===== config.mk =====
export PLATFORM = sky130hd
export DESIGN_NAME = gb_lcd_tx_flat
export DESIGN_NICKNAME = d
export VERILOG_FILES = /design/src/rtl/gb_lcd_tx_pkg.sv /design/src/rtl/gb_lcd_tx_if.sv /design/src/rtl/gb_lcd_timing.sv /design/src/rtl/gb_lcd_tx.sv /design/src/flat_wrapper.sv
export SDC_FILE = /design/constraint.sdc
export NUM_CORES = 1
export LEC_CHECK = 0
export BUFFER_PORTS_ARGS = -buffer_cell sky130_fd_sc_hd__buf_2
export CAP_MARGIN = 10
export CELL_PAD_IN_SITES_DETAIL_PLACEMENT = 1
export CELL_PAD_IN_SITES_GLOBAL_PLACEMENT = 1
export CORE_MARGIN = 5
export CORE_UTILIZATION = 46
export CTS_CLUSTER_DIAMETER = 200
export DETAILED_ROUTE_END_ITERATION = 10
export GPL_ROUTABILITY_DRIVEN = 0
export PLACE_DENSITY_LB_ADDON = 0.2
export SLEW_MARGIN = 20
export SYNTH_ARGS = -nofsm -noshare
export SYNTH_HDL_FRONTEND = slang
export SYNTH_SLANG_ARGS = --single-unit

===== constraint.sdc =====
create_clock -name pclk -period 4.8 [get_ports pclk]
set_input_delay 0.48 -clock pclk [delete_from_list [all_inputs] [get_ports pclk]]
set_output_delay 0.48 -clock pclk [all_outputs]
set_load 0.01 [all_outputs]

===== src/rtl/gb_lcd_tx_pkg.sv =====
// Shared constants, types and sync decode for the Game Boy LCD transmitter.
package gb_lcd_pkg;

    localparam int GB_H_ACTIVE     = 160;
    localparam int GB_V_ACTIVE     = 144;
    localparam int GB_H_TOTAL      = 228;
    localparam int GB_V_TOTAL      = 154;
    localparam int GB_HSYNC_W      = 8;
    localparam int GB_VSYNC_LINES  = 1;
    localparam int GB_CLK_DIV      = 2;
    localparam int GB_FRAME_PIXELS = GB_H_ACTIVE * GB_V_ACTIVE;

    typedef logic [1:0] shade_t;

    localparam shade_t SHADE_WHITE = 2'd0;
    localparam shade_t SHADE_LIGHT = 2'd1;
    localparam shade_t SHADE_DARK  = 2'd2;
    localparam shade_t SHADE_BLACK = 2'd3;

    typedef struct packed {
        logic de;
        logic hsync;
        logic vsync;
    } lcd_sync_t;

    // Decode the qualifiers of slot (h,v); all compares unsigned.
    function automatic lcd_sync_t gb_sync_decode(
        input int unsigned h,
        input int unsigned v,
        input int unsigned ha,
        input int unsigned va,
        input int unsigned hs,
        input int unsigned vs
    );
        lcd_sync_t s;
        s.de    = (h < ha) && (v < va);
        s.hsync = (h >= ha) && (h < ha + hs);
        s.vsync = (v >= va) && (v < va + vs);
        return s;
    endfunction

endpackage


===== src/rtl/gb_lcd_tx_if.sv =====
// Pixel source handshake: the source is master, the transmitter is slave.
interface gb_lcd_tx_if;
    import gb_lcd_pkg::*;

    shade_t pix_data;
    logic   pix_valid;
    logic   pix_ready;

    modport master (output pix_data, output pix_valid, input pix_ready);
    modport slave  (input pix_data, input pix_valid, output pix_ready);

endinterface


===== src/rtl/gb_lcd_timing.sv =====
// Slot/line/frame counters with registered LCD timing outputs and the fetch strobe.
module gb_lcd_timing
    import gb_lcd_pkg::*;
#(
    parameter int H_ACTIVE    = GB_H_ACTIVE,
    parameter int H_TOTAL     = GB_H_TOTAL,
    parameter int V_ACTIVE    = GB_V_ACTIVE,
    parameter int V_TOTAL     = GB_V_TOTAL,
    parameter int HSYNC_W     = GB_HSYNC_W,
    parameter int VSYNC_LINES = GB_VSYNC_LINES,
    parameter int CLK_DIV     = GB_CLK_DIV
) (
    input  logic i_clk,
    input  logic i_rst,
    input  logic i_en,
    output logic o_fetch,
    output logic o_slot_adv,
    output logic o_next_first,
    output logic o_pclk,
    output logic o_de,
    output logic o_hsync,
    output logic o_vsync,
    output logic o_frame_start
);

    localparam int DW = $clog2(CLK_DIV);
    localparam int HW = $clog2(H_TOTAL);
    localparam int VW = $clog2(V_TOTAL);

    localparam logic [DW-1:0] DIV_LAST = DW'(CLK_DIV - 1);
    localparam logic [DW-1:0] PCLK_HI  = DW'(CLK_DIV / 2);
    localparam logic [HW-1:0] H_LAST   = HW'(H_TOTAL - 1);
    localparam logic [VW-1:0] V_LAST   = VW'(V_TOTAL - 1);

    logic [DW-1:0] r_div;
    logic [HW-1:0] r_h;
    logic [VW-1:0] r_v;
    logic          r_pclk;
    logic          r_de;
    logic          r_hsync;
    logic          r_vsync;
    logic          r_frame_start;

    logic          w_run;
    logic          w_div_last;
    logic [DW-1:0] w_div_next;
    logic [HW-1:0] w_h_next;
    logic [VW-1:0] w_v_next;
    lcd_sync_t     w_sync_next;
    logic          w_next_first;

    // Position of the upcoming slot and its sync decode
    always_comb begin
        w_run      = i_en & ~i_rst;
        w_div_last = (r_div == DIV_LAST);
        w_div_next = w_div_last ? '0 : r_div + 1'b1;
        w_h_next   = (r_h == H_LAST) ? '0 : r_h + 1'b1;
        w_v_next   = r_v;
        if (r_h == H_LAST) begin
            w_v_next = (r_v == V_LAST) ? '0 : r_v + 1'b1;
        end
        w_sync_next  = gb_sync_decode(32'(w_h_next), 32'(w_v_next),
                                      H_ACTIVE, V_ACTIVE, HSYNC_W, VSYNC_LINES);
        w_next_first = (w_h_next == '0) && (w_v_next == '0);
    end

    assign o_slot_adv    = w_run & w_div_last;
    assign o_fetch       = w_run & w_div_last & w_sync_next.de;
    assign o_next_first  = w_next_first;
    assign o_pclk        = r_pclk;
    assign o_de          = r_de;
    assign o_hsync       = r_hsync;
    assign o_vsync       = r_vsync;
    assign o_frame_start = r_frame_start;

    // Counters; idle presets the pre-slot so slot (0,0) follows the priming cycle
    always_ff @(posedge i_clk) begin
        if (i_rst || !i_en) begin
            r_div <= DIV_LAST;
            r_h   <= H_LAST;
            r_v   <= V_LAST;
        end else begin
            r_div <= w_div_next;
            if (w_div_last) begin
                r_h <= w_h_next;
                r_v <= w_v_next;
            end
        end
    end

    // Registered timing outputs; qualifiers only change as a new slot begins
    always_ff @(posedge i_clk) begin
        if (i_rst || !i_en) begin
            r_pclk        <= 1'b0;
            r_de          <= 1'b0;
            r_hsync       <= 1'b0;
            r_vsync       <= 1'b0;
            r_frame_start <= 1'b0;
        end else begin
            r_pclk        <= (w_div_next >= PCLK_HI);
            r_frame_start <= w_div_last & w_next_first;
            if (w_div_last) begin
                r_de    <= w_sync_next.de;
                r_hsync <= w_sync_next.hsync;
                r_vsync <= w_sync_next.vsync;
            end
        end
    end

endmodule


===== src/rtl/gb_lcd_tx.sv =====
// Game Boy LCD pixel transmitter: timing generator plus pixel fetch and underrun tracking.
module gb_lcd_tx
    import gb_lcd_pkg::*;
#(
    parameter int H_ACTIVE    = GB_H_ACTIVE,
    parameter int H_TOTAL     = GB_H_TOTAL,
    parameter int V_ACTIVE    = GB_V_ACTIVE,
    parameter int V_TOTAL     = GB_V_TOTAL,
    parameter int HSYNC_W     = GB_HSYNC_W,
    parameter int VSYNC_LINES = GB_VSYNC_LINES,
    parameter int CLK_DIV     = GB_CLK_DIV
) (
    input  logic        pclk,
    input  logic        rst,
    input  logic        en,
    gb_lcd_tx_if.slave  pix,
    output logic        gb_pclk,
    output logic        gb_de,
    output logic        gb_hsync,
    output logic        gb_vsync,
    output logic [1:0]  gb_pixel,
    output logic        frame_start,
    output logic        underrun
);

    logic   w_fetch;
    logic   w_slot_adv;
    logic   w_next_first;
    shade_t r_pixel;
    logic   r_underrun;

    gb_lcd_timing #(
        .H_ACTIVE    (H_ACTIVE),
        .H_TOTAL     (H_TOTAL),
        .V_ACTIVE    (V_ACTIVE),
        .V_TOTAL     (V_TOTAL),
        .HSYNC_W     (HSYNC_W),
        .VSYNC_LINES (VSYNC_LINES),
        .CLK_DIV     (CLK_DIV)
    ) u_timing (
        .i_clk         (pclk),
        .i_rst         (rst),
        .i_en          (en),
        .o_fetch       (w_fetch),
        .o_slot_adv    (w_slot_adv),
        .o_next_first  (w_next_first),
        .o_pclk        (gb_pclk),
        .o_de          (gb_de),
        .o_hsync       (gb_hsync),
        .o_vsync       (gb_vsync),
        .o_frame_start (frame_start)
    );

    assign pix.pix_ready = w_fetch;
    assign gb_pixel      = r_pixel;
    assign underrun      = r_underrun;

    // Pixel register loads on slot entry; blank or starved slots show white
    always_ff @(posedge pclk) begin
        if (rst || !en) begin
            r_pixel <= SHADE_WHITE;
        end else if (w_slot_adv) begin
            r_pixel <= (w_fetch && pix.pix_valid) ? pix.pix_data : SHADE_WHITE;
        end
    end

    // Sticky underrun; the frame's first fetch clears it unless it also starves
    always_ff @(posedge pclk) begin
        if (rst || !en) begin
            r_underrun <= 1'b0;
        end else if (w_fetch) begin
            if (!pix.pix_valid) begin
                r_underrun <= 1'b1;
            end else if (w_next_first) begin
                r_underrun <= 1'b0;
            end
        end
    end

endmodule


===== src/flat_wrapper.sv =====
// flat-port wrapper written by rule: the top's interface ports become plain ports
module gb_lcd_tx_flat import gb_lcd_pkg::*;
#(
    parameter int H_ACTIVE    = GB_H_ACTIVE,
    parameter int H_TOTAL     = GB_H_TOTAL,
    parameter int V_ACTIVE    = GB_V_ACTIVE,
    parameter int V_TOTAL     = GB_V_TOTAL,
    parameter int HSYNC_W     = GB_HSYNC_W,
    parameter int VSYNC_LINES = GB_VSYNC_LINES,
    parameter int CLK_DIV     = GB_CLK_DIV
)
  (pclk, rst, en, gb_pclk, gb_de, gb_hsync, gb_vsync, gb_pixel, frame_start, underrun, pix_pix_data, pix_pix_valid, pix_pix_ready);
  gb_lcd_tx_if pix_i ();
  input  logic pclk;
  input  logic rst;
  input  logic en;
  output logic gb_pclk;
  output logic gb_de;
  output logic gb_hsync;
  output logic gb_vsync;
  output logic [1:0] gb_pixel;
  output logic frame_start;
  output logic underrun;
  input wire logic [$bits(pix_i.pix_data)-1:0] pix_pix_data;
  input wire logic [$bits(pix_i.pix_valid)-1:0] pix_pix_valid;
  output wire logic [$bits(pix_i.pix_ready)-1:0] pix_pix_ready;
  assign pix_i.pix_data = pix_pix_data;
  assign pix_i.pix_valid = pix_pix_valid;
  assign pix_pix_ready = pix_i.pix_ready;
  gb_lcd_tx #(.H_ACTIVE(H_ACTIVE), .H_TOTAL(H_TOTAL), .V_ACTIVE(V_ACTIVE), .V_TOTAL(V_TOTAL), .HSYNC_W(HSYNC_W), .VSYNC_LINES(VSYNC_LINES), .CLK_DIV(CLK_DIV)) u_core (.pclk(pclk), .rst(rst), .en(en), .pix(pix_i), .gb_pclk(gb_pclk), .gb_de(gb_de), .gb_hsync(gb_hsync), .gb_vsync(gb_vsync), .gb_pixel(gb_pixel), .frame_start(frame_start), .underrun(underrun));
endmodule

==> results.md <==
- Layout Utilization: 0.509
- Slew at the pin closest to its max-slew limit: 0.724 ns
- Number of antenna-violating nets in the routed design: 0
- Kind of start point of the critical path: flip-flop
- Count of unique library cells instantiated by Yosys: 46
- Clock skew: 0.00193 ns
- Horiz. Die Dim: 66.3 um
- Run status: finished, final reports clean
- Effective utilization at floorplan: 0.477
- Area share of the leading cell type in the synthesized netlist: 0.343
- Post-CTS Setup Repair Bufs: 0
- Max Clock Freq: 303 MHz
- Top post-synthesis cells by count: sky130_fd_sc_hd__dfxtp_1 (25), sky130_fd_sc_hd__nand2_1 (22), sky130_fd_sc_hd__nor2_1 (19)
- Final HPWL from detailed placement: 2.93 mm
- Capturing element type of the critical path: primary output
- Leakage dissipation: 0.661 nW
- Pins over their slew limit: 0
- First DRT Iteration DRCs: 80
- Area of the die: 4390 um2
- Top flip-flop cell by instance count after synthesis: sky130_fd_sc_hd__dfxtp_1
- Number of gates given a new drive strength after cts: 0
- Antenna Diode Count: 0
- Clock-pin slew reported for the worst setup and hold paths after clock tree synthesis: 0.13 ns
- Yosys reg bits: 25
- Syn Inst Count: 188
- Vias in the first global route: 1419
- Min Clock Period, post-route: 3.30 ns
- Share of synthesized area occupied by flip-flops and latches: 0.343
- Count of hold-fix buffers inserted at cts: 0
- Worst ir drop on vdd: 0.131 mV
- Core region area: 3050 um2
- CTS root buffer: sky130_fd_sc_hd__clkbuf_4
- Clk_lat worst skew: 0.31 ns
- Area of the multi-input gates: 875 um2
- Pwr per Cell Area: 303 nW/um2
- Layout cells sized above 1: 0.119
- Die height: 66.3 um
- Num ports: 15
- DRT Wirelength: 3.82 mm
- Mean instance size in the synthesized netlist: 7.75 um2
- Synth async-reset ratio: 0
- Required time of the critical path: 4.32 ns
- Wire length of the first global-routing pass: 6.80 mm
- Share of the clock period used by the worst path: 0.687
- Fill cell instance count of the final layout: 407
- Mean routed wirelength per cell: 16.1 um
- Total power consumption of the routed design: 0.000471 W
- EDFF count, synth: 0
- Arrival time at the worst endpoint: 2.82 ns
- Post-synth design cell area: 1460 um2
- Number of buffers created by CTS: 3
- Length of the first detailed-routing pass in iterations: 4
- Clock tree from TritonCTS: built
- Total congestion overflow: 0
- Number of endpoints failing setup at the final stage: 0
- Final net count: 203
- Most area-consuming cells after synthesis: sky130_fd_sc_hd__dfxtp_1 (34%), sky130_fd_sc_hd__nand2_1 (5.7%), sky130_fd_sc_hd__nor2_1 (4.9%), sky130_fd_sc_hd__xnor2_1 (4.2%), sky130_fd_sc_hd__o21ai_0 (3.8%)
- Max-capacitance violation count: 0
- Hold/Removal Path Class: in2reg
- Leading cell type by number of instances after synthesis: sky130_fd_sc_hd__dfxtp_1
- Setup Crit Path Kind: reg2out
- Htree depth: 1
- Final worst hold slack: 0.437 ns
- Worst slew margin: 0.515
- Global router's overall resource usage: 0.198
- Clk sink count: 25
- DRC Markers: 0
- Number of I/O port buffers: 14
- Post-synthesis net count: 197
- Top cell type by total area after synthesis: sky130_fd_sc_hd__dfxtp_1
- Reg area: 500 um2
- Layout Area Growth over Synthesis: 6.52%
- Endpoints failing hold: 0
- Worst-path maximum fanout: 11
- Total Negative Setup Slacks: 0 ns
- Cell row count: 20
- Buffers from clock root to sink, at most: 2
- Initial antenna violation count: 0
- Vias after detailed routing: 1383
- RSZ-0062 raised after global routing: false
- Largest net degree at the start of global routing: 17
- Number of vias per cell: 5.84
- Count of warnings emitted by yosys: 0
## layout make-up
cell class | instances | area share
clock buffer | 4 | 0.0169
inverter | 7 | 0.0169
timing repair buffer | 14 | 0.0451
multi-input combinational | 143 | 0.563
sequential | 25 | 0.322
tap | 44 | 0.0355
## state kept, by name, indices dropped and copies added (netlist names)
name,flops
u_core.gb_pixel,2
u_core.u_timing.o_de,1
u_core.u_timing.o_frame_start,1
u_core.u_timing.o_hsync,1
u_core.u_timing.o_pclk,1
u_core.u_timing.o_vsync,1
u_core.u_timing.r_div,1
u_core.u_timing.r_h,8
u_core.u_timing.r_v,8
u_core.underrun,1
## per-layer routing
metal,global-route usage,part of all wire
met5,0,0
met4,0.0431,0.0050
met3,0.0255,0.048
met2,0.343,0.50
met1,0.260,0.45
## critical path, stage by stage (launching register included)
cell and delay, ns:
sky130_fd_sc_hd__dfxtp_1 0.43, sky130_fd_sc_hd__ha_1 0.35, sky130_fd_sc_hd__nand4bb_1 0.20, sky130_fd_sc_hd__nor2_1 0.61, sky130_fd_sc_hd__o211a_1 0.29, sky130_fd_sc_hd__nor2_1 0.07, sky130_fd_sc_hd__a21oi_1 0.34, sky130_fd_sc_hd__buf_2 0.21
## per-stage QoR
stage | worst slack [ns] | cell area, um2 | instances
global placement | 2.02 | 1530 | 233
detailed placement | 1.91 | 1530 | 233
finish | 1.50 | 1550 | 237
CTS | 1.51 | 1550 | 237
global route | 1.27 | 1550 | 237
floorplan | 2.41 | 1460 | 188
## final timing paths
path / cells after the start / to / startpoint / slack, ns
max: 7 / pix_pix_ready / u_core.u_timing.r_h[1] / 1.50
min: 2 / u_core.gb_pixel[1] / pix_pix_data[1] / 0.44
max reg2reg: 7 / u_core.underrun / u_core.u_timing.r_h[1] / 1.91
min reg2reg: 2 / u_core.u_timing.o_vsync / u_core.u_timing.o_vsync / 0.45
## cells in the final DEF (no fill, tap or decap), drive strengths merged, types with 3 or more instances in the layout
master	n
dfxtp	25
nand2	22
nor2	19
buf	14
o21ai	11
nor3	10
nand3	9
a21oi	8
inv	7
xnor2	7
nand4	4
nor4	4
clkbuf	4
nand3b	3
a31oi	3
mux2i	3
nor2b	3
and3	3
ha	3
## cell families (layout without fill, tap and decap cells)
family | Yosys count | after routing | share of synthesized area
simple gates | 88 | 88 | 0.312
flops | 25 | 25 | 0.343
fa+ha+maj | 3 | 3 | 0.0258
mux | 3 | 3 | 0.0206
buf+inv | 20 | 25 | 0.0567
compound gates | 41 | 41 | 0.194
xor+xnor | 8 | 8 | 0.0481
## power breakdown
group          internal [W]  switching, W
registers          0.000219     0.0000199
logic             0.0000568     0.0000818
clock network     0.0000324     0.0000609
total              0.000308      0.000163
Note: power is estimated with default switching activity, not from simulation.
